<file path="config.mk">
export PLATFORM = sky130hd
export DESIGN_NAME = frame_rx_ack
export DESIGN_NICKNAME = d
export VERILOG_FILES = /design/src/rtl/otn_pkg.sv /design/src/rtl/rx_bit_sampler.sv /design/src/rtl/frame_rx_ack.sv
export SDC_FILE = /design/constraint.sdc
export NUM_CORES = 1
export LEC_CHECK = 0
export ABC_AREA = 0
export CORE_MARGIN = 2
export CORE_UTILIZATION = 50
export CTS_CLUSTER_DIAMETER = 50
export DETAILED_ROUTE_END_ITERATION = 16
export DONT_BUFFER_PORTS = 1
export REMOVE_ABC_BUFFERS = 1
export SLEW_MARGIN = 20
export SYNTH_ARGS = -nofsm -noshare
export SYNTH_HDL_FRONTEND = slang
export SYNTH_HIERARCHICAL = 1
export SYNTH_SLANG_ARGS = --single-unit
</file>
<file path="constraint.sdc">
create_clock -name i_clk -period 6.5 [get_ports i_clk]
set_clock_uncertainty 0.1 [all_clocks]
set_input_delay 1.3 -clock i_clk [delete_from_list [all_inputs] [get_ports i_clk]]
set_output_delay 1.3 -clock i_clk [all_outputs]
set_load 0.02 [all_outputs]
</file>
<file path="src/rtl/otn_pkg.sv">
// +----------------------------------------------------------------------+
// | otn_pkg : shared OTN framing constants, receiver state encoding       |
// | Rev 1.0                                                               |
// +----------------------------------------------------------------------+
`default_nettype none

package otn_pkg;

  localparam int OTN_FRAME_LEN = 4164;
  localparam int OTN_BAUD_DIV  = 20;
  localparam int OTN_FAS_LEN   = 6;

  // Byte 0 of the alignment word sits in bits [7:0]; bits arrive LSB first.
  localparam logic [47:0] OTN_FAS = 48'h2828_28F6_F6F6;

  // Sender-side constants
  localparam int         OTN_ACK_SYMBOLS = 3;
  localparam logic       OTN_LINE_IDLE   = 1'b1;
  localparam int         OTN_TX_ACK_WAIT = 4 * OTN_BAUD_DIV * OTN_ACK_SYMBOLS;

  typedef enum logic [2:0] {
    ST_HUNT      = 3'd0,
    ST_RECEIVE   = 3'd1,
    ST_CHECK     = 3'd2,
    ST_ACK_START = 3'd3,
    ST_ACK_BIT   = 3'd4,
    ST_ACK_STOP  = 3'd5
  } rx_state_t;

  function automatic logic [7:0] fas_byte(input logic [2:0] idx);
    logic [47:0] w_sh;
    w_sh = OTN_FAS >> {idx, 3'b000};
    return w_sh[7:0];
  endfunction

endpackage

`default_nettype wire

</file>
<file path="src/rtl/rx_bit_sampler.sv">
// +----------------------------------------------------------------------+
// | rx_bit_sampler : input synchronizer, edge-aligned phase counter, and  |
// | mid-bit sampler. Rev 1.0                                              |
// +----------------------------------------------------------------------+
`default_nettype none

module rx_bit_sampler
  import otn_pkg::*;
#(
  parameter int BAUD_DIV = OTN_BAUD_DIV
) (
  input  logic i_clk,
  input  logic i_rst,
  input  logic i_sclk_en_16_x_baud,
  input  logic i_rx,
  output logic o_bit,
  output logic o_bit_strobe
);

  localparam int                CW       = $clog2(BAUD_DIV);
  localparam logic [CW-1:0]     C_LAST   = CW'(BAUD_DIV - 1);
  localparam logic [CW-1:0]     C_SAMPLE = CW'(BAUD_DIV / 2 - 1);

  logic          r_sync1;
  logic          r_sync2;
  logic          r_prev;
  logic [CW-1:0] r_phase;
  logic          r_bit;
  logic          r_strobe;
  logic          w_edge;

  assign w_edge = r_sync2 ^ r_prev;

  always_ff @(posedge i_clk) begin
    if (i_rst) begin
      r_sync1  <= 1'b0;
      r_sync2  <= 1'b0;
      r_prev   <= 1'b0;
      r_phase  <= '0;
      r_bit    <= 1'b0;
      r_strobe <= 1'b0;
    end else begin
      r_sync1  <= i_rx;
      r_sync2  <= r_sync1;
      r_prev   <= r_sync2;
      r_strobe <= 1'b0;
      // A line transition re-centres the sample point on the new bit.
      if (w_edge) begin
        r_phase <= '0;
      end else if (i_sclk_en_16_x_baud) begin
        r_phase <= (r_phase == C_LAST) ? '0 : r_phase + 1'b1;
        if (r_phase == C_SAMPLE) begin
          r_bit    <= r_sync2;
          r_strobe <= 1'b1;
        end
      end
    end
  end

  assign o_bit        = r_bit;
  assign o_bit_strobe = r_strobe;

endmodule

`default_nettype wire

</file>
<file path="src/rtl/frame_rx_ack.sv">
// +----------------------------------------------------------------------+
// | frame_rx_ack : FAS hunt, byte deserializer, BIP-8 check, serial ACK.  |
// | Rev 1.0                                                               |
// +----------------------------------------------------------------------+
`default_nettype none

module frame_rx_ack
  import otn_pkg::*;
#(
  parameter int FRAME_LEN = OTN_FRAME_LEN,
  parameter int BAUD_DIV  = OTN_BAUD_DIV
) (
  input  logic       i_clk,
  input  logic       i_rst,
  input  logic       i_sclk_en_16_x_baud,
  input  logic       i_otn_rx_data,
  input  logic       i_arq_en,
  output logic [7:0] o_data,
  output logic       o_data_valid,
  output logic       o_frame_start,
  output logic       o_frame_good,
  output logic       o_frame_bad,
  output logic       o_otn_tx_ack,
  output logic       o_locked
);

  localparam int             TCW         = $clog2(BAUD_DIV);
  localparam logic [TCW-1:0] C_TX_LAST   = TCW'(BAUD_DIV - 1);
  localparam logic [12:0]    C_LAST_BYTE = 13'(FRAME_LEN - 1);
  localparam logic [2:0]     C_FAS_LAST  = 3'(OTN_FAS_LEN - 1);

  logic           w_bit;
  logic           w_strobe;

  rx_state_t      r_state;
  rx_state_t      w_state_next;

  logic [47:0]    r_hunt;
  logic [47:0]    w_hunt_shift;
  logic [2:0]     r_bitcnt;
  logic [12:0]    r_byte_cnt;
  logic [2:0]     r_fas_idx;
  logic           r_fas_busy;
  logic [7:0]     r_bip;
  logic           r_match;
  logic [TCW-1:0] r_tx_cnt;

  logic [7:0]     r_data;
  logic           r_data_valid;
  logic           r_frame_start;
  logic           r_frame_good;
  logic           r_frame_bad;
  logic           r_tx_ack;
  logic           r_locked;

  logic           w_fas_hit;
  logic           w_byte_done;
  logic           w_last_byte;
  logic [7:0]     w_byte;
  logic           w_tx_wrap;
  logic           w_in_ack;
  logic           w_tx_ack_next;

  rx_bit_sampler #(
    .BAUD_DIV (BAUD_DIV)
  ) u_sampler (
    .i_clk               (i_clk),
    .i_rst               (i_rst),
    .i_sclk_en_16_x_baud (i_sclk_en_16_x_baud),
    .i_rx                (i_otn_rx_data),
    .o_bit               (w_bit),
    .o_bit_strobe        (w_strobe)
  );

  assign w_hunt_shift = {w_bit, r_hunt[47:1]};
  assign w_byte       = w_hunt_shift[47:40];
  assign w_fas_hit    = (r_state == ST_HUNT) && (r_hunt == OTN_FAS);
  assign w_byte_done  = (r_state == ST_RECEIVE) && w_strobe && (r_bitcnt == 3'd7);
  assign w_last_byte  = w_byte_done && (r_byte_cnt == C_LAST_BYTE);
  assign w_in_ack     = (r_state == ST_ACK_START) || (r_state == ST_ACK_BIT) ||
                        (r_state == ST_ACK_STOP);
  assign w_tx_wrap    = i_sclk_en_16_x_baud && (r_tx_cnt == C_TX_LAST);

  always_ff @(posedge i_clk) begin
    if (i_rst) begin
      r_state <= ST_HUNT;
    end else begin
      r_state <= w_state_next;
    end
  end

  always_comb begin
    w_state_next = r_state;
    case (r_state)
      ST_HUNT:      if (w_fas_hit)   w_state_next = ST_RECEIVE;
      ST_RECEIVE:   if (w_last_byte) w_state_next = ST_CHECK;
      ST_CHECK:     w_state_next = i_arq_en ? ST_ACK_START : ST_HUNT;
      ST_ACK_START: if (w_tx_wrap)   w_state_next = ST_ACK_BIT;
      ST_ACK_BIT:   if (w_tx_wrap)   w_state_next = ST_ACK_STOP;
      ST_ACK_STOP:  if (w_tx_wrap)   w_state_next = ST_HUNT;
      default:      w_state_next = ST_HUNT;
    endcase
  end

  // ACK line follows the state being entered so its level and the state change together.
  always_comb begin
    w_tx_ack_next = 1'b1;
    case (w_state_next)
      ST_ACK_START: w_tx_ack_next = 1'b0;
      ST_ACK_BIT:   w_tx_ack_next = r_match;
      ST_ACK_STOP:  w_tx_ack_next = 1'b0;
      default:      w_tx_ack_next = 1'b1;
    endcase
  end

  always_ff @(posedge i_clk) begin
    if (i_rst) begin
      r_hunt        <= '0;
      r_bitcnt      <= '0;
      r_byte_cnt    <= '0;
      r_fas_idx     <= '0;
      r_fas_busy    <= 1'b0;
      r_bip         <= '0;
      r_match       <= 1'b0;
      r_tx_cnt      <= '0;
      r_data        <= '0;
      r_data_valid  <= 1'b0;
      r_frame_start <= 1'b0;
      r_frame_good  <= 1'b0;
      r_frame_bad   <= 1'b0;
      r_tx_ack      <= 1'b1;
      r_locked      <= 1'b0;
    end else begin
      r_data_valid  <= 1'b0;
      r_frame_start <= 1'b0;
      r_frame_good  <= 1'b0;
      r_frame_bad   <= 1'b0;
      r_locked      <= (w_state_next != ST_HUNT);
      r_tx_ack      <= w_tx_ack_next;

      // Clearing on re-entry to HUNT stops leftover frame bits from re-matching.
      if ((w_state_next == ST_HUNT) && (r_state != ST_HUNT)) begin
        r_hunt <= '0;
      end else if (w_strobe && ((r_state == ST_HUNT) || (r_state == ST_RECEIVE))) begin
        r_hunt <= w_hunt_shift;
      end

      if (w_fas_hit) begin
        r_fas_busy    <= 1'b1;
        r_fas_idx     <= 3'd1;
        r_data        <= fas_byte(3'd0);
        r_data_valid  <= 1'b1;
        r_frame_start <= 1'b1;
        r_byte_cnt    <= 13'd6;
        r_bitcnt      <= '0;
        r_bip         <= '0;
      end else if (r_fas_busy) begin
        r_data       <= fas_byte(r_fas_idx);
        r_data_valid <= 1'b1;
        r_fas_idx    <= r_fas_idx + 3'd1;
        if (r_fas_idx == C_FAS_LAST) begin
          r_fas_busy <= 1'b0;
        end
      end

      if ((r_state == ST_RECEIVE) && w_strobe) begin
        r_bitcnt <= r_bitcnt + 3'd1;
      end

      if (w_byte_done) begin
        r_data       <= w_byte;
        r_data_valid <= 1'b1;
        if (w_last_byte) begin
          r_match <= (w_byte == r_bip);
        end else begin
          r_bip      <= r_bip ^ w_byte;
          r_byte_cnt <= r_byte_cnt + 13'd1;
        end
      end

      if (r_state == ST_CHECK) begin
        r_frame_good <= r_match;
        r_frame_bad  <= !r_match;
        r_tx_cnt     <= '0;
      end else if (w_in_ack && i_sclk_en_16_x_baud) begin
        r_tx_cnt <= (r_tx_cnt == C_TX_LAST) ? '0 : r_tx_cnt + 1'b1;
      end
    end
  end

  assign o_data        = r_data;
  assign o_data_valid  = r_data_valid;
  assign o_frame_start = r_frame_start;
  assign o_frame_good  = r_frame_good;
  assign o_frame_bad   = r_frame_bad;
  assign o_otn_tx_ack  = r_tx_ack;
  assign o_locked      = r_locked;

endmodule

`default_nettype wire

</file>
Word-level counts from Yosys, hierarchy flattened. Index checks and enable logic that the tools add are counted.

Add/sub/neg operators: 5. Mux-type cells: 31. Equal/unequal tests: 16. Bitwise gates (word level): 5. Reductions and logical operators: 28. Shift operators: 1.

Operators by type and width (number): 48-bit by 46-bit equality test with 1-bit output, second input constant (1); 8-bit two-way mux (6); 46-bit by 6-bit right shift with 8-bit output, first input constant (1); 13-bit two-way mux (3); 3-bit two-way mux (7); 3-bit equality test, second input constant (6); 3-bit one-hot mux with 6 select lines (1); 13-bit by 1-bit adder with 13-bit output, second input constant (1); 13-bit equality test, second input constant (1); 2-bit OR reduction (6); 5-bit by 1-bit adder with 5-bit output, second input constant (2); 5-bit equality test, second input constant (2); 1-bit two-way mux (10); 5-bit two-way mux (2); 3-bit by 2-bit equality test with 1-bit output, second input constant (3); 3-bit nonzero test (3); 8-bit equality test (1); 1-bit logical AND (8); 8-bit XOR (1); 3-bit by 1-bit adder with 3-bit output, second input constant (2); 3-bit zero test (2); 5-bit by 4-bit equality test with 1-bit output, second input constant (1); 2-bit nonzero test (2); 3-bit by 1-bit equality test with 1-bit output, second input constant (1); 9 further kinds (13).

Register bits after elaboration: 109. Output and inout port bits: 14.

Depth between registers and ports, before layout. Gate-level depths: netlist of the first run.

Word-level depth: 9. Mapped depth: 9.

Cells and area by module. The synthesis of the first run kept the hierarchy.

By module, submodules not included: frame_rx_ack (sequential area each 1981.9 µm², cells an instance 452, instances 1, area an instance 4654.5 µm²); rx_bit_sampler (sequential area each 200.2 µm², cells an instance 45, instances 1, area an instance 435.4 µm²).

Least setup slack after synthesis of the first run. OpenSTA, ideal clock, no wires.

Kind: input to register. Start: input i_sclk_en_16_x_baud. End: register r_hunt[17]. Stages on the path: 7. Slack: 3741 ps. Path buffers: 3. Data arrival time: 2513 ps. Required time: 6254 ps. Path through: and4_1 > buf_2 > mux2i_1 > a211oi_1 > buf_4 > buf_4 > a211oi_2.

Cells in the longest elaborated chain, start to end: 6. Elaborated cells between the ends (all ways): 8. Those cells by class: mux (4); reduce/logical (4).

RTL lines: from (decl) (line frame_rx_ack.sv:15) `input logic i_sclk_en_16_x_baud,`; 1-bit logical AND (*) (line frame_rx_ack.sv:82) `assign w_tx_wrap = i_sclk_en_16_x_baud && (r_tx_cnt == C_TX_LAST);`; 3-bit two-way mux (on tied branches) (line frame_rx_ack.sv:100, frame_rx_ack.sv:98, frame_rx_ack.sv:99); 3-bit one-hot mux with 6 select lines (*) (line frame_rx_ack.sv:94) `case (r_state)`; 3-bit zero test (*) (line frame_rx_ack.sv:142) `if ((w_state_next == ST_HUNT) && (r_state != ST_HUNT)) begin`; 1-bit logical AND (*) (line frame_rx_ack.sv:142); 2-bit OR reduction (no source line) (*); to (signal assigned) (line frame_rx_ack.sv:145) `r_hunt <= w_hunt_shift;`; to (decl) (line frame_rx_ack.sv:38) `logic [47:0] r_hunt;`.

Mark *: on every way between the ends. The rest lies on a longest branch, timed or not. A chain may end at the register's enable or synchronous reset.

Worst setup path in the final report of the first run.
Start: register r_byte_cnt[0]. End: register r_hunt[13].

Cells in the longest elaborated chain, start to end: 7.

RTL lines: from (decl) (line frame_rx_ack.sv:41) `logic [12:0] r_byte_cnt;`; from (signal assigned) (line frame_rx_ack.sv:177) `r_byte_cnt <= r_byte_cnt + 13'd1;`; 13-bit equality test (line frame_rx_ack.sv:79) `assign w_last_byte = w_byte_done && (r_byte_cnt == C_LAST_BYTE);`; 1-bit logical AND (line frame_rx_ack.sv:79); 3-bit two-way mux (line frame_rx_ack.sv:96) `ST_RECEIVE: if (w_last_byte) w_state_next = ST_CHECK;`; 3-bit one-hot mux with 6 select lines (line frame_rx_ack.sv:94); 3-bit zero test (line frame_rx_ack.sv:142); 1-bit logical AND (line frame_rx_ack.sv:142); 2-bit OR reduction (no source line).

No other way between the ends.

==> reports/summary.txt, run 1 <==
==================================================================================
Result of the run                                                     finished, final reports clean
Data arrival time of the worst path                                        3.27 ns
Syn. warnings                                                                    6
Number of library cell types mapped by synthesis                                56
Detailed Routing Iterations Pass 1                                               4
Grt ovf                                                                          0
Area added between synthesis and finish                                     4.818%
Cells after Synth                                                              497
Synthesized cell area                                                     5090 µm²
Number of non-filler instances in the completed layout                         614
Mux cell area share after synthesis                                         10.45%
Final Max Slew Viols                                                             0
Cell count of the worst reg-to-reg path                                          7
# DRC                                                                            0
Remaining antenna violation count                                                0
Initial core utilization                                                    51.83%
Number of global-route vias before repair                                    3,381
Adder-Cell Fraction of Synth Area                                           2.212%
Flip-flop and latch count after synthesis                                      109
Proportion of synthesized chip area in sequential cells                     42.87%
CTS-repair resized insts                                                         0
Share of final-layout standard cells stronger than drive strength 1         15.38%
TritonCTS clock tree                                                          done
Primary flip-flop cell chosen by synthesis mapping                         dfxtp_1
Clock buffer count from CTS                                                      9
Count of antenna diodes in the layout                                            0
Vias                                                                         3,559
Wire length per cell after detailed routing                               15.71 µm
Maximum level of the CTS H-tree                                                  3
Number of antenna violations at the first check in global routing                0
Clock latency at the later pin of the worst-skew pair                      0.37 ns
Core area                                                                 9819 µm²
Kind of end point of the critical path                                   flip-flop
Final #Nets                                                                    490
Number of filler cells placed in the layout                                    926
Number of hold violations in the final report                                    0
# setup viols final                                                              0
Post-synth top area share                                                   42.87%
Worst ir drop on vdd                                                     0.1308 mV
Final worst hold slack                                                   0.3440 ns
Total power divided by cell area                                      208.9 nW/µm²
Worst hold path type                                                  flip-flop to flip-flop
Area fraction in compound gates after synthesis                             18.49%
Type of origin of the critical path                                      flip-flop
Achievable Freq                                                          317.5 MHz
Most frequent cells in the layout                                     dfxtp_1 (109), mux2i_1 (52), a211oi_2 (47)
IO Count                                                                        19
Worst r2r src                                                         r_byte_cnt[0]
Critical-path top delay cell                                                 buf_4
Setup CP Type                                                         flip-flop to flip-flop
Die area                                                                11,000 µm²
Top cells by area, synth                                              dfxtp_1 (43%), a211oi_2 (12%), mux2i_1 (10%), xor2_1 (4.1%), nor2_1 (2.9%)
Initial detailed-routing violation count                                       126
Worst Hold Path EP                                                    u_sampler/r_sync2
Post-Synth Simple-Gate Area                                                 17.04%
Dominant delay contributor by cell family on the critical path        simple AND/OR/NAND/NOR gates
Setup total negative slack                                                    0 ns
Largest net degree at the start of global routing                               86
Number of max-capacitance violations reported                                    0
Pre-CTS setup slack                                                       3.340 ns
Buffer levels on the longest clock path                                          2
Total power after layout                                                0.001115 W
Crit-path cells                                                       ha_1 -> nor4b_1 -> nand3_1 -> o21bai_1 -> nor4bb_4 -> buf_4 -> a211oi_2
Die H                                                                     104.9 µm
Per-instance average area after synthesis                                10.24 µm²
Setup repair after global routing missed its margin                             no
Critical path required time                                                6.62 ns
Biggest area consumer among synthesized cells                              dfxtp_1
Register-to-Register Setup Slack                                           3.35 ns
Number of hold buffers added after cts                                           0
Crit-path max cell delay                                                   0.65 ns
CP Launch Point                                                       r_byte_cnt[0]
All-Layer GR Usage                                                          18.17%
Cells on Worst Hold Path                                                         1
Total placed cells including tap cells                                         598
Number of sinks handled by clock tree synthesis                                109
Min-Delay Startpoint                                                  u_sampler/r_sync1
Number of enable-type register cells in the synthesized netlist                  0
Post-synthesis xor/xnor area fraction                                       4.818%
Combinational family with the most area after synthesis               compound AO/OA/AOI/OAI gates
Std cell rows                                                                   36
Gpl congestion                                                              0.8074
Leading cell type in the layout, fill and taps excluded                    dfxtp_1
Via density                                                                  5.796
WP buf/inv                                                                       1
HPWL after detailed placement                                              5862 µm
Slew at the pin closest to its max-slew limit                            0.8247 ns
Slack of the critical path                                                3.350 ns
Number of buffers inserted by post-CTS setup repair                              0
Rel. slew slack                                                             44.52%
Total Wirelength                                                           9644 µm
Number of port buffers                                                           0
Wire length of the first global-routing pass                             16,390 µm
Static leakage                                                            1.688 nW
Asr flop ratio synth                                                            0%
Post-layout min period                                                    3.150 ns
Worst-path fanout max                                                           51
End of the worst register-to-register path                              r_hunt[13]
Clock Pin Slew Worst Setup and Hold Paths                                  0.10 ns
Root Buffer                                                               clkbuf_8
Period utilization                                                          48.46%
X dimension of the die                                                    104.9 µm
==================================================================================
-- synth_stat cells, drive strengths merged, types with 7 or more instances --
| master | instances |
|---|---|
| buf | 16 |
| nand4 | 10 |
| mux2i | 52 |
| nand2 | 22 |
| a21oi | 20 |
| nor2 | 40 |
| a211oi | 57 |
| xor2 | 24 |
| dfxtp | 109 |
| nand3 | 25 |
| clkbuf | 20 |
| o21ai | 7 |
| ha | 9 |
| nor4b | 8 |
-- metrics by stage --
stage	utilization [%]	area [µm²]
final	54.33	5335
after global routing	54.33	5335
after CTS	54.33	5335
after detailed placement	52.22	5127
after global placement	52.22	5127
after floorplan	-	4898
-- worst reg2reg max path: stages, from the launching register on --
cell and delay [ns]:
dfxtp_1 0.40, ha_1 0.27, nor4b_1 0.26, nand3_1 0.52, o21bai_1 0.37, nor4bb_4 0.24, buf_4 0.65, a211oi_2 0.20
-- routing by layer --
layer | share of wire [%] | global-route usage [%] | vias to the layer above
met5 | 0 | 0 | -
met4 | 1.3 | 5.714 | 0
met3 | 2.7 | 4.180 | 10
met2 | 46 | 29.22 | 50
met1 | 50 | 24.21 | 1716
li1 | - | - | 1783
-- flip-flops by register name (all words and copies together) (netlist names), 3 cells and up --
name	flops
o_data	8
r_bip	8
r_bitcnt	3
r_byte_cnt	13
r_fas_idx	3
r_hunt	48
r_state	3
r_tx_cnt	5
u_sampler/r_phase	5
-- power by group --
group          internal, W  total (W)  leakage, nW  switching, W
clock             0.000217   0.000434        0.101      0.000217
sequential        0.000669   0.000671        0.878    0.00000165
combinational   0.00000363  0.0000101        0.709    0.00000652
-- layout make-up --
cell class	count	area (µm²)	area share, %
multi-input cells	347	2730	51.17
well taps	133	166.4	3.119
inverters	5	18.77	0.3518
flip-flops and latches	109	2182	40.90
repair buffers	4	30.03	0.5629
clock buffers	12	135.1	2.533
clock inverters	4	72.57	1.360
-- logic make-up (layout without fill, tap and decap cells) --
| kind of cell | Yosys count | count (layout) |
|---|---|---|
| compound gates | 100 | 100 |
| xor+xnor | 28 | 28 |
| fa+ha+maj | 9 | 9 |
| buf+inv | 41 | 25 |
| flops | 109 | 109 |
| mux | 53 | 53 |
| simple gates | 157 | 157 |
-- worst max-delay path by stage --
stage / to / slack (ns) / cells after the start
after detailed placement: o_locked / 3.34 / 7
after global placement: r_hunt[37] / 3.41 / 5
after floorplan: r_hunt[37] / -2.15 / 4
after global routing: r_hunt[13] / 3.07 / 7
final: r_hunt[13] / 3.35 / 7
after CTS: o_locked / 3.32 / 7
Note: power is estimated with default switching activity, not from simulation.
==> inputs of run 2 (changes only) <==
==> constraint.sdc (replaced) <==
create_clock -name i_clk -period 3 [get_ports i_clk]
set_clock_uncertainty 0.1 [all_clocks]
set_input_delay 0.6 -clock i_clk [delete_from_list [all_inputs] [get_ports i_clk]]
set_output_delay 0.6 -clock i_clk [all_outputs]
set_load 0.02 [all_outputs]
==> reports/summary.txt, run 2 (synthesis gave the netlist of run 1 again) <==
==================================================================================
Result of the run                                                     finished, final reports clean
Post-layout min period                                                    2.720 ns
Setup repair after global routing missed its margin                             no
Static leakage                                                            1.782 nW
Leading cell type in the layout, fill and taps excluded                    dfxtp_1
Data arrival time of the worst path                                        2.87 ns
Maximum level of the CTS H-tree                                                  3
Pre-CTS setup slack                                                      0.1096 ns
Achievable Freq                                                          367.6 MHz
Largest net degree at the start of global routing                               86
Number of global-route vias before repair                                    3,423
Worst r2r src                                                          r_tx_cnt[2]
Number of hold violations in the final report                                    0
Number of sinks handled by clock tree synthesis                                109
End of the worst register-to-register path                              r_hunt[37]
Slack of the critical path                                               0.2799 ns
Clock latency at the later pin of the worst-skew pair                      0.38 ns
Worst hold path type                                                  primary input to flip-flop
Setup CP Type                                                         flip-flop to flip-flop
Die area                                                                11,000 µm²
Initial core utilization                                                    51.83%
Number of hold buffers added after cts                                           0
Worst-path fanout max                                                           36
Final Max Slew Viols                                                             0
Detailed Routing Iterations Pass 1                                               4
Final #Nets                                                                    503
Type of origin of the critical path                                      flip-flop
Die H                                                                     104.9 µm
Total Wirelength                                                           9856 µm
CTS-repair resized insts                                                         0
Wire length of the first global-routing pass                             16,860 µm
Number of filler cells placed in the layout                                    883
Root Buffer                                                               clkbuf_8
Most frequent cells in the layout                                     dfxtp_1 (109), mux2i_1 (52), a211oi_2 (47)
Wire length per cell after detailed routing                               15.72 µm
Via density                                                                  5.789
Remaining antenna violation count                                                0
HPWL after detailed placement                                              6253 µm
Share of final-layout standard cells stronger than drive strength 1         18.02%
Grt ovf                                                                          0
Count of antenna diodes in the layout                                            0
Cell count of the worst reg-to-reg path                                          7
End of the critical path                                                r_hunt[37]
CP Launch Point                                                        r_tx_cnt[2]
Largest regs                                                          r_hunt (48), r_byte_cnt (13)
Clock buffer count from CTS                                                      9
Critical path required time                                                3.15 ns
Std cell rows                                                                   36
Vias                                                                         3,630
Gpl congestion                                                              0.7985
Cells on Worst Hold Path                                                         1
Setup total negative slack                                                    0 ns
Slew at the pin closest to its max-slew limit                            0.6504 ns
Period utilization                                                          90.67%
Kind of end point of the critical path                                   flip-flop
Sequential cell area                                                      2182 µm²
Buffer levels on the longest clock path                                          2
Core area                                                                 9819 µm²
Multi-input gate area in the final layout                                 2730 µm²
Register-to-Register Setup Slack                                           0.28 ns
Number of antenna violations at the first check in global routing                0
IO Count                                                                        19
X dimension of the die                                                    104.9 µm
Initial detailed-routing violation count                                       167
Total power divided by cell area                                      449.9 nW/µm²
Number of port buffers                                                           0
# DRC                                                                            0
Rel. slew slack                                                             56.50%
TritonCTS clock tree                                                          done
# setup viols final                                                              0
Max FFs per register                                                            48
Final worst hold slack                                                   0.2025 ns
Area added between synthesis and finish                                     7.965%
Number of buffers inserted by post-CTS setup repair                              0
Top register by number of flip-flops                                        r_hunt
Clock Pin Slew Worst Setup and Hold Paths                                  0.09 ns
All-Layer GR Usage                                                          18.71%
Worst ir drop on vdd                                                     0.3643 mV
Number of max-capacitance violations reported                                    0
==================================================================================
==> run 2: changes by cell type in the layout (fill, tap and decap cells not counted), sizes merged <==
cell,delta
clkinv,+1
buf,+13
clkinvlp,-1
==> run 2: critical path: stages, from the launching register on <==
cell      delay, ns
dfxtp_1        0.35
nor3b_1        0.32
and4_1         0.38
nor3_1         0.13
nor4bb_4       0.59
buf_4          0.32
buf_12         0.27
a211oi_1       0.11
==> run 2: how the worst min path moves through the flow <==
stage,start,to
after floorplan,u_sampler/r_sync1,u_sampler/r_sync2
after global placement,u_sampler/r_sync1,u_sampler/r_sync2
after detailed placement,u_sampler/r_sync1,u_sampler/r_sync2
after CTS,i_rst,r_hunt[21]
after global routing,i_rst,r_bitcnt[1]
final,i_rst,u_sampler/r_sync1
==> run 2: metrics by stage <==
stage	std cells	instance area [µm²]	util, %	total power, W
after detailed placement	610	5263	53.59	0.001513
after floorplan	461	4898	-	0.001503
after global routing	627	5495	55.96	0.002559
after global placement	609	5248	53.44	0.001512
after CTS	626	5488	55.89	0.002502
final	627	5495	55.96	0.002472
==> run 2: layout make-up <==
cell class              instances  area share (%)
flip-flops and latches        109           39.71
well taps                     133           3.028
multi-input cells             347           49.68
inverters                       5          0.3415
clock inverters                 4           1.275
clock buffers                  12           2.823
repair buffers                 17           3.142
==> run 2: layer usage <==
layer  share of wire (%)  up-vias  global-route usage [%]  routed length, µm
met1                  48     1759                   24.80               4762
met5                   0        -                       0                  0
li1                    -     1810                       -                  -
met3                 3.7        9                   6.114                369
met2                  47       52                   29.55               4632
met4                0.92        0                   4.571                 91
==> run 2: power breakdown <==
group | internal (W) | switching (W) | total, W
clock | 0.000514 | 0.000479 | 0.000993
sequential | 0.00145 | 0.00000391 | 0.00145
combinational | 0.0000104 | 0.0000150 | 0.0000254
==> inputs of run 3 (changes only) <==
--- a/config.mk
+++ b/config.mk
@@ -5,7 +5,7 @@
 export SDC_FILE = /design/constraint.sdc
 export NUM_CORES = 1
 export LEC_CHECK = 0
-export ABC_AREA = 0
+export ABC_AREA = 1
 export CORE_MARGIN = 2
 export CORE_UTILIZATION = 50
 export CTS_CLUSTER_DIAMETER = 50
==> reports/summary.txt, run 3 <==
==================================================================================
Final #Nets                                                                    700
Post-layout min period                                                    2.478 ns
Largest net degree at the start of global routing                               43
Remaining antenna violation count                                                0
Wire length of the first global-routing pass                             16,460 µm
Clock latency at the later pin of the worst-skew pair                      0.38 ns
# setup viols final                                                              0
Worst hold path type                                                  primary input to flip-flop
Root Buffer                                                               clkbuf_8
Number of sinks handled by clock tree synthesis                                109
TritonCTS clock tree                                                          done
Detailed Routing Iterations Pass 1                                               4
Kind of end point of the critical path                                   flip-flop
Slack of the critical path                                               0.5224 ns
HPWL after detailed placement                                              6737 µm
Initial core utilization                                                    51.92%
List of most frequent post-synthesis cells                            nand2_1 (172), dfxtp_1 (109), inv_1 (102)
Gpl congestion                                                              0.8068
Core area                                                                 9819 µm²
Register-to-Register Setup Slack                                           0.52 ns
Cell count of the worst reg-to-reg path                                         11
Slew at the pin closest to its max-slew limit                            0.5551 ns
Number of enable-type register cells in the synthesized netlist                  0
Cells after Synth                                                              693
Number of global-route vias before repair                                    3,622
IO Count                                                                        19
Number of hold violations in the final report                                    0
Number of hold buffers added after cts                                           0
Number of port buffers                                                           0
Setup repair after global routing missed its margin                             no
Period utilization                                                          82.59%
Most frequent cells in the layout                                     nand2_1 (171), dfxtp_1 (109), inv_1 (102)
Total Wirelength                                                           9534 µm
Maximum level of the CTS H-tree                                                  3
Min-Delay Startpoint                                                         i_rst
Area added between synthesis and finish                                     5.178%
Std cell rows                                                                   36
Result of the run                                                     finished, final reports clean
Achievable Freq                                                          403.6 MHz
Critical path required time                                                3.18 ns
Worst r2r src                                                          r_tx_cnt[1]
Largest regs                                                          r_hunt (48), r_byte_cnt (13)
Top-count cell post-synth                                                  nand2_1
Top cells by area, synth                                              dfxtp_1 (43%), nand2_1 (13%), inv_1 (7.5%), mux2_2 (6.0%), nor2_1 (3.7%)
Per-instance average area after synthesis                                7.357 µm²
Total power divided by cell area                                      427.2 nW/µm²
Static leakage                                                            2.562 nW
Primary flip-flop cell chosen by synthesis mapping                         dfxtp_1
Setup total negative slack                                                    0 ns
Clock buffer count from CTS                                                      9
Top register by number of flip-flops                                        r_hunt
Final Max Slew Viols                                                             0
Post-synth top area share                                                   42.80%
Grt ovf                                                                          0
Number of buffers inserted by post-CTS setup repair                              0
Wire length per cell after detailed routing                               11.60 µm
Final cell utilization of the core                                          54.61%
Number of library cell types mapped by synthesis                                36
Die H                                                                     105.0 µm
Setup CP Type                                                         flip-flop to flip-flop
Number of antenna violations at the first check in global routing                0
Number of max-capacitance violations reported                                    0
Count of antenna diodes in the layout                                            0
Max FFs per register                                                            48
End of the worst register-to-register path                              r_hunt[10]
Biggest area consumer among synthesized cells                              dfxtp_1
Vias                                                                         4,034
Asr flop ratio synth                                                            0%
X dimension of the die                                                    105.0 µm
CTS-repair resized insts                                                         0
Initial detailed-routing violation count                                       192
Leading cell type in the layout, fill and taps excluded                    nand2_1
Pre-CTS setup slack                                                      0.5105 ns
Flip-flop and latch count after synthesis                                      109
Syn. warnings                                                                    6
Cells on Worst Hold Path                                                         1
Rel. slew slack                                                             62.86%
Clock Pin Slew Worst Setup and Hold Paths                                  0.09 ns
Proportion of synthesized chip area in sequential cells                     42.80%
Worst Hold Path EP                                                    u_sampler/r_sync1
Worst-path fanout max                                                           21
Type of origin of the critical path                                      flip-flop
Share of final-layout standard cells stronger than drive strength 1         11.47%
Via density                                                                  4.908
Buffer levels on the longest clock path                                          2
Synthesized cell area                                                     5099 µm²
Data arrival time of the worst path                                        2.66 ns
# DRC                                                                            0
All-Layer GR Usage                                                          18.42%
Die area                                                                11,020 µm²
Worst ir drop on vdd                                                     0.3184 mV
==================================================================================
-- run 3: cell count changes after synthesis, moves of 8 or more --
cell / change
inv_1: +97
xor2_1: -14
a211oi_2: -47
inv_2: +14
a211oi_1: -9
nand2_1: +151
nor4b_1: -8
nand3_1: +10
mux2_2: +26
nor2_1: +10
a21oi_1: +17
o21ai_0: +27
mux2i_1: -51
-- run 3: worst max-delay path, stage by stage, from the launching register on --
cell and delay, ns:
dfxtp_1 0.37, ha_1 0.21, nand3_1 0.10, nor2_2 0.20
inv_1 0.07, o21ai_1 0.16, nand2_1 0.07, o21ai_1 0.21
nand3_2 0.40, buf_4 0.35, nand2_1 0.08, inv_1 0.04
-- run 3: final cells by class --
cell class / instances / area, µm²
Timing Repair Buffer: 6 / 57.56
Clock buffer: 12 / 155.1
Tap cell: 133 / 166.4
Inverter: 116 / 435.4
Clock inverter: 2 / 10.01
Sequential cell: 109 / 2182
Multi-Input combinational cell: 444 / 2356
Fill cell: 969 / 4457
-- run 3: per-layer routing --
metal / wire, µm / vias to the layer above / GRT usage (%)
li1: - / 2160 / -
met1: 4505 / 1829 / 23.64
met2: 4590 / 38 / 29.82
met3: 349 / 7 / 6.176
met4: 89 / 0 / 4.571
met5: 0 / - / 0
-- run 3: logic make-up after synthesis --
kind of cell,Yosys count,synth area share [%]
AOI/OAI and AO/OA,88,9.300
xor gates and xnor gates,15,2.577
DFF,109,42.80
buffers and inverters,140,11.04
muxes,28,6.159
adders and majority gates,9,2.209
and+or+nand+nor,304,25.91
-- run 3: how the worst max path moves through the flow --
stage	from	to	slack, ns	cells past startpoint
floorplan	r_state[0]	r_hunt[17]	0.48	11
global placement	i_sclk_en_16_x_baud	r_hunt[10]	0.60	10
detailed placement	i_sclk_en_16_x_baud	r_hunt[12]	0.51	10
CTS	r_tx_cnt[1]	r_hunt[12]	0.53	11
global route	r_tx_cnt[1]	r_hunt[12]	0.28	11
finish	r_tx_cnt[1]	r_hunt[10]	0.52	11
-- run 3: per-stage QoR --
stage               std cells  hold slack [ns]  cell area, µm²  total power (W)
global route              822           0.1394            5363         0.002398
detailed placement        808           0.2952            5197         0.001532
CTS                       822           0.1528            5363         0.002333
global placement          808           0.2897            5197         0.001531
finish                    822           0.1810            5363         0.002291
floorplan                 669           0.2883            4971         0.001518
-- run 3: power by group --
| group | internal [W] | switching (W) |
|---|---|---|
| logic | 0.0000141 | 0.0000310 |
| clock network | 0.000336 | 0.000457 |
| registers | 0.00145 | 0.00000313 |
